File: src/rtl/nonce_sweep_controller.sv
`timescale 1ns/1ps
`default_nettype none
// ============================================================================
// Module      : nonce_sweep_controller
// Description : Drives the single shared SHA core through an inclusive nonce
//               sweep. For each nonce it launches one hash and waits for the
//               core to finish. It then compares the digest against a latched
//               target and stops on the first digest strictly below it.
//
// Ports
//   clk, rst       clock, synchronous active-high reset
//   start          1-cycle pulse: latch config, begin sweep (IDLE/DONE/ERR only)
//   abort          stop immediately, back to IDLE; beats every other transition
//   prefix         fixed upper message bits, latched on start
//   nonce_first    first nonce of the range (inclusive)
//   nonce_last     last nonce of the range (inclusive, wraps through 0)
//   target         success threshold, digest < target (unsigned)
//   sha_begin      1-cycle launch pulse to the core
//   sha_msg        {prefix, nonce} to the core, held from LAUNCH to CHECK
//   sha_done       core completion level
//   sha_digest     core digest, valid while sha_done is high
//   busy           high during LAUNCH/WAIT/CHECK
//   found          sticky hit flag
//   exhausted      sticky range-ended-without-hit flag
//   timeout_err    sticky core-timeout flag
//   found_nonce    nonce of the hit
//   found_digest   digest of the hit
//   hash_count     hashes checked since start (saturating)
//
// Revision    : 1.0 - initial release
// ============================================================================
module nonce_sweep_controller #(
   parameter int MSG_W   = 440,
   parameter int NONCE_W = 32,
   parameter int DIG_W   = 256,
   parameter int TIMEOUT = 255
) (
   input  logic                     clk,
   input  logic                     rst,
   input  logic                     start,
   input  logic                     abort,
   input  logic [MSG_W-NONCE_W-1:0] prefix,
   input  logic [NONCE_W-1:0]       nonce_first,
   input  logic [NONCE_W-1:0]       nonce_last,
   input  logic [DIG_W-1:0]         target,
   output logic                     sha_begin,
   output logic [MSG_W-1:0]         sha_msg,
   input  logic                     sha_done,
   input  logic [DIG_W-1:0]         sha_digest,
   output logic                     busy,
   output logic                     found,
   output logic                     exhausted,
   output logic                     timeout_err,
   output logic [NONCE_W-1:0]       found_nonce,
   output logic [DIG_W-1:0]         found_digest,
   output logic [NONCE_W:0]         hash_count
);

   localparam int                 c_PFX_W     = MSG_W - NONCE_W;
   localparam int                 c_CNT_W     = $clog2(TIMEOUT + 1);
   // The wait counter holds the number of WAIT cycles already spent, so the
   // TIMEOUT-th WAIT cycle is the one that sees TIMEOUT-1.
   localparam logic [c_CNT_W-1:0] c_WAIT_LAST = c_CNT_W'(TIMEOUT - 1);

   typedef enum logic [2:0] {
      S_IDLE   = 3'd0,
      S_LAUNCH = 3'd1,
      S_WAIT   = 3'd2,
      S_CHECK  = 3'd3,
      S_DONE   = 3'd4,
      S_ERR    = 3'd5
   } state_t;

   state_t               r_state;
   logic [c_PFX_W-1:0]   r_prefix;
   logic [NONCE_W-1:0]   r_nonce;
   logic [NONCE_W-1:0]   r_last;
   logic [DIG_W-1:0]     r_target;
   logic [c_CNT_W-1:0]   r_wait_cnt;
   logic                 r_sha_begin;
   logic                 r_busy;
   logic                 r_found;
   logic                 r_exhausted;
   logic                 r_timeout_err;
   logic [NONCE_W-1:0]   r_found_nonce;
   logic [DIG_W-1:0]     r_found_digest;
   logic [NONCE_W:0]     r_hash_count;

   logic                 w_hit;
   logic [NONCE_W:0]     w_count_inc;

   assign w_hit       = (sha_digest < r_target);
   assign w_count_inc = (&r_hash_count) ? r_hash_count : r_hash_count + 1'b1;

   always_ff @(posedge clk) begin
      if (rst) begin
         r_state        <= S_IDLE;
         r_prefix       <= '0;
         r_nonce        <= '0;
         r_last         <= '0;
         r_target       <= '0;
         r_wait_cnt     <= '0;
         r_sha_begin    <= 1'b0;
         r_busy         <= 1'b0;
         r_found        <= 1'b0;
         r_exhausted    <= 1'b0;
         r_timeout_err  <= 1'b0;
         r_found_nonce  <= '0;
         r_found_digest <= '0;
         r_hash_count   <= '0;
      end else if (abort) begin
         // Any in-flight core work is simply abandoned; the next launch
         // restarts the core from scratch.
         r_state       <= S_IDLE;
         r_sha_begin   <= 1'b0;
         r_busy        <= 1'b0;
         r_found       <= 1'b0;
         r_exhausted   <= 1'b0;
         r_timeout_err <= 1'b0;
      end else begin
         case (r_state)
            S_IDLE, S_DONE, S_ERR: begin
               if (start) begin
                  r_prefix      <= prefix;
                  r_target      <= target;
                  r_nonce       <= nonce_first;
                  r_last        <= nonce_last;
                  r_found       <= 1'b0;
                  r_exhausted   <= 1'b0;
                  r_timeout_err <= 1'b0;
                  r_hash_count  <= '0;
                  r_busy        <= 1'b1;
                  r_sha_begin   <= 1'b1;
                  r_state       <= S_LAUNCH;
               end
            end

            S_LAUNCH: begin
               r_sha_begin <= 1'b0;
               r_wait_cnt  <= '0;
               r_state     <= S_WAIT;
            end

            S_WAIT: begin
               if (r_wait_cnt == '0) begin
                  // The core may still show done from the previous hash
                  // during its first cycle, so the first WAIT cycle skips it.
                  r_wait_cnt <= r_wait_cnt + 1'b1;
               end else if (sha_done) begin
                  r_state <= S_CHECK;
               end else if (r_wait_cnt == c_WAIT_LAST) begin
                  r_timeout_err <= 1'b1;
                  r_busy        <= 1'b0;
                  r_state       <= S_ERR;
               end else begin
                  r_wait_cnt <= r_wait_cnt + 1'b1;
               end
            end

            S_CHECK: begin
               r_hash_count <= w_count_inc;
               if (w_hit) begin
                  r_found        <= 1'b1;
                  r_found_nonce  <= r_nonce;
                  r_found_digest <= sha_digest;
                  r_busy         <= 1'b0;
                  r_state        <= S_DONE;
               end else if (r_nonce == r_last) begin
                  // End test happens before the increment, which is what
                  // makes the range inclusive and lets it wrap through zero.
                  r_exhausted <= 1'b1;
                  r_busy      <= 1'b0;
                  r_state     <= S_DONE;
               end else begin
                  r_nonce     <= r_nonce + 1'b1;
                  r_sha_begin <= 1'b1;
                  r_state     <= S_LAUNCH;
               end
            end

            default: begin
               r_sha_begin <= 1'b0;
               r_busy      <= 1'b0;
               r_state     <= S_IDLE;
            end
         endcase
      end
   end

   assign sha_begin    = r_sha_begin;
   assign sha_msg      = {r_prefix, r_nonce};
   assign busy         = r_busy;
   assign found        = r_found;
   assign exhausted    = r_exhausted;
   assign timeout_err  = r_timeout_err;
   assign found_nonce  = r_found_nonce;
   assign found_digest = r_found_digest;
   assign hash_count   = r_hash_count;

endmodule
`default_nettype wire

File: config.mk
export PLATFORM = sky130hd
export DESIGN_NAME = nonce_sweep_controller
export DESIGN_NICKNAME = d
export VERILOG_FILES = /design/src/rtl/nonce_sweep_controller.sv
export SDC_FILE = /design/constraint.sdc
export NUM_CORES = 2
export LEC_CHECK = 0
export CORE_AREA = 2 2 685 687
export CTS_CLUSTER_DIAMETER = 200
export DETAILED_ROUTE_END_ITERATION = 8
export DIE_AREA = 0 0 687 689
export PLACE_DENSITY_LB_ADDON = 0.2
export SYNTH_ARGS = -nofsm -noshare
export SYNTH_HDL_FRONTEND = slang
export SYNTH_SLANG_ARGS = --single-unit
File: constraint.sdc
create_clock -name clk -period 10.8 [get_ports clk]
set_clock_uncertainty 0.2 [all_clocks]
set_input_delay 2.16 -clock clk [delete_from_list [all_inputs] [get_ports clk]]
set_output_delay 2.16 -clock clk [all_outputs]
set_load 0.005 [all_outputs]
### Word level (Yosys, flattened, before mapping)

Index checks and enable logic that the tools add are counted.

* output and inout bits: 766
* register bits after elaboration: 1065
* bits of input ports: 989
* logic and storage cells: 98

* add/subtract/negate cells: 3
* eq/ne operators: 20
* multiplexer cells: 38
* bitwise gates (word level): 3
* reduce and logical (&&, ||, !) cells: 19
* $lt $le $gt $ge: 1

Operators by type and width (count)
* $lt 256x256->1: 1
* $mux 32: 3
* $mux 33: 2
* $pmux 33 s2: 1
* $pmux 32 s2: 1
* $add 33x1->33 const B: 1
* $reduce_and 33->1: 1
* $add 32x1->32 const B: 1
* $eq 32x32->1: 1
* $mux 8: 3
* $mux 3: 6
* $ne 2x2->1 const B: 9
* $pmux 8 s2: 1
* $reduce_and 4->1: 4
* $mux 1: 15
* $ne 3x3->1 const B: 4
* $pmux 3 s4: 1
* $reduce_and 3->1: 4
* $reduce_and 5->1: 2
* $add 8x1->8 const B: 1
* $eq 8x8->1 const B: 1
* $logic_not 8->1: 1
* $eq 3x2->1 const B: 2
* $eq 3x3->1 const B: 2
* 10 further kinds: 16

### Depth between registers and ports, before layout

* depth after elaboration: 5
* gate-level depth with buffers: 15
* depth with buffers taken out: 13

### Worst setup path before layout

No wires, ideal clock.

* kind: in2reg
* start: input sha_digest[231]
* end: register r_found_digest[100] (netlist: found_digest[100])
* library setup time: 128 ps
* arrival: 4646 ps
* cell stages on the path: 14
* buffers on the path: 3
* path slack: 5826 ps
* data required time: 10472 ps
* cell sequence: ha_1 -> a211oi_1 -> o21ai_1 -> o221a_1 -> o31a_1 -> a21oi_1 -> nand4_1 -> or2_1 -> a2111o_1 -> buf_6 -> buf_12 -> buf_12 -> mux2i_1 -> nor2_1

* cells in the longest elaborated chain, start to end: 2

RTL lines
* start: declaration: line 49 `input logic [DIG_W-1:0] sha_digest,`
* $lt 256x256->1: line 92 `assign w_hit = (sha_digest < r_target);`
* $reduce_and 3->1 (no source line)
* end signal: assignment: line 165 `r_found_digest <= sha_digest;`
* end: declaration: line 86 `logic [DIG_W-1:0] r_found_digest;`

Every way passes these cells.
A chain may end at the register's enable or synchronous reset.

### Worst setup path in the final report

* start: input sha_digest[31]
* end: register r_found_digest[223] (netlist: found_digest[223])

Same word-level chain as after synthesis.

==> results_dict.tcl <==
set metrics [dict create \
    final_common_cell "clkdlybuf4s50_1" \
    num-nets-final 8359 \
    start_util_pct 9.69 \
    finalSetupViolCount 0 \
    cts_hold_buffers 0 \
    io_buffers 1754 \
    cts_tree "built" \
    power.total_mw 11.2 \
    fillers 52735 \
    cts_setup_buffers 0 \
    num_vias 46073 \
    avgRoutedWirePerCell_microns 27.2 \
    fin_area_sq_um 74700 \
    finalWirelength_mm 366 \
    async_flop_share_pct 0 \
    synth-seq-cells 1065 \
    slew_headroom_pct 4.44 \
    status "complete, no violations" \
    io_pins 1755 \
    setup_tns_ns 0 \
    max_freq_ghz 0.141 \
    grt_max_degree 200 \
    antenna_found_initial 124 \
    post_dp_cell_area_sq_um 69300 \
    r2r_slack_ns 4.98 \
    grt_pass1_wl_mm 468 \
    grt_pass1_vias 46390 \
    cts_sinks 1065 \
    vias_per_cell 3.42 \
    hold_class "register to register" \
    fin_util_pct 16.0 \
    num_rows 251 \
    fp.dieArea_sq_um 473000 \
    ys.flop_type "dfxtp_1" \
    worstPathRequired_ns 11.29 \
    leakage_nw 27.2 \
    die_y_microns 689 \
    drive_gt1_share_pct 4.43 \
    cp-start-kind "primary input" \
    numCtsBuffers 163 \
    syn-instance-count 5472 \
    ctsResizeCount 0 \
    tightestPinTransition_ns 1.43 \
    htree_levels 4 \
    drc_errors 0 \
    slew_violations 0 \
    place.gp.congestion 0.910 \
    hold_viol_final 0 \
    yosysWarnings 0 \
    dpl.hpwl_mm 307 \
    worstPathMaxFanout 43 \
    path_class "primary input to register" \
    core-area_sq_um 466000 \
    cap_violations 0 \
    p_per_area_nw_per_um2 150 \
    root_buffer "clkbuf_16" \
    period_share_pct 65.6 \
    area_growth_pct 65.4 \
    clkLatencyLatePin_ns 0.87 \
    die_w_microns 687 \
    syn_area_sq_um 45200 \
    syn_avg_cell_area_sq_um 8.25 \
    syn_nets 6722 \
    ys_types 72 \
    drtPass1Iterations 7 \
    peakVddDrop_v 0.000101 \
    arrival_ns 7.58 \
    critPathCaptureType "register" \
    fin_crit_ns 7.09 \
    rsz0062_at_grt "false" \
    antenna_left 0 \
    seq_area_frac_synth_pct 47.2 \
    grt_remaining_overflow 0 \
    first_iter_violations 2377 \
    path_clk_slew_ns 0.06 \
    cts_max_path_buffers 4 \
    track_usage_pct 14.8 \
    synth_edf_count 0 \
    final_cell_mix "1,753 x clkdlybuf4s50_1, 1,532 x nand2_1, 1,065 x dfxtp_1" \
]
critical path: stages:
cell and delay, ns:
clkdlybuf4s50_1 0.44, ha_1 0.33, nand4_1 0.20, nor4_1 0.64, nand3_1 0.19, a21oi_1 0.21
a211oi_1 0.11, o21ai_1 0.65, a31o_1 0.56, a2111o_2 0.56, buf_4 0.35, buf_4 0.67
mux2i_1 0.29, nor2_1 0.06
worst paths after layout:
check	from	to	cells past startpoint
max reg2reg	r_target[245]$_SDFFE_PP0P_	found_digest[223]$_SDFFE_PP0P_	13
min reg2reg	r_prefix[202]$_SDFFE_PP0P_	r_prefix[202]$_SDFFE_PP0P_	2
max	sha_digest[31]	found_digest[223]$_SDFFE_PP0P_	14
min	r_prefix[202]$_SDFFE_PP0P_	r_prefix[202]$_SDFFE_PP0P_	2
synthesized netlist by cell type, types with 4 or more instances:
master / n / share of area (%)
a221oi_1: 9 / 0.17
nand4_1: 73 / 1.0
nand3_1: 77 / 0.85
and4_1: 11 / 0.21
a32oi_1: 4 / 0.078
o31ai_1: 14 / 0.23
o21ai_0: 61 / 0.68
o21ai_1: 13 / 0.14
xor2_1: 23 / 0.45
and3_1: 20 / 0.28
inv_1: 265 / 2.2
or3_1: 7 / 0.097
o22ai_1: 5 / 0.069
nor2b_1: 9 / 0.12
a21oi_1: 823 / 9.1
o211ai_1: 5 / 0.083
buf_2: 9 / 0.10
nand3b_1: 7 / 0.12
ha_1: 261 / 7.2
nor4_1: 13 / 0.18
clkbuf_1: 290 / 2.4
dfxtp_1: 1065 / 47
buf_12: 31 / 1.4
buf_1: 4 / 0.033
nand2b_1: 8 / 0.11
and2_1: 4 / 0.055
nor3_1: 18 / 0.20
a211oi_1: 20 / 0.33
nand2_1: 1533 / 13
nor2_1: 362 / 3.0
xnor2_1: 39 / 0.76
mux2i_1: 294 / 6.5
o21a_1: 7 / 0.12
a21o_1: 25 / 0.42
state kept, by name, indices dropped and copies added (netlist names), 3 cells and up:
signal / flops
r_target: 256
hash_count: 33
r_last: 32
r_nonce: 32
r_wait_cnt: 8
r_state: 3
found_digest: 256
found_nonce: 32
r_prefix: 408
through the flow:
stage	std cells	setup WS [ns]	hold slack [ns]
global route	13430	3.49	0.267
CTS	13424	3.68	0.255
floorplan	5472	5.83	0.236
global placement	13142	2.81	0.242
finish	13452	3.71	0.251
detailed placement	13142	2.72	0.246
area by class of cell:
class	instances	area [sq um]	share of cell area, %
Sequential cell	1065	21300	28.6
Tap cell	6198	7750	10.4
Multi-Input combinational cell	3805	21100	28.2
Timing Repair Buffer	1809	18100	24.3
Clock inverter	52	653	0.875
Clock buffer	230	4680	6.27
Inverter	265	995	1.33
Antenna cell	28	70.1	0.0938
power breakdown:
part           internal (mW)  switching (mW)
registers               4.08           0.110
logic                  0.691           0.875
clock network           3.22            2.23
routing by layer:
layer  global-route usage, %  share of wire (%)
met1                    16.6                 39
met3                    4.23                6.8
met4                    4.51                3.4
met5                       0               0.11
met2                    26.8                 51
cell families after synthesis:
family | Yosys count | share of synthesized area, %
AO/OA/AOI/OAI | 1034 | 12.4
XOR/XNOR | 62 | 1.20
adder cells (fa/ha/maj) | 261 | 7.23
buffers and inverters | 602 | 6.19
flip-flops | 1065 | 47.2
multiplexers | 294 | 6.52
AND/OR/NAND/NOR | 2154 | 19.2
Power figures use the tool's default switching activity.
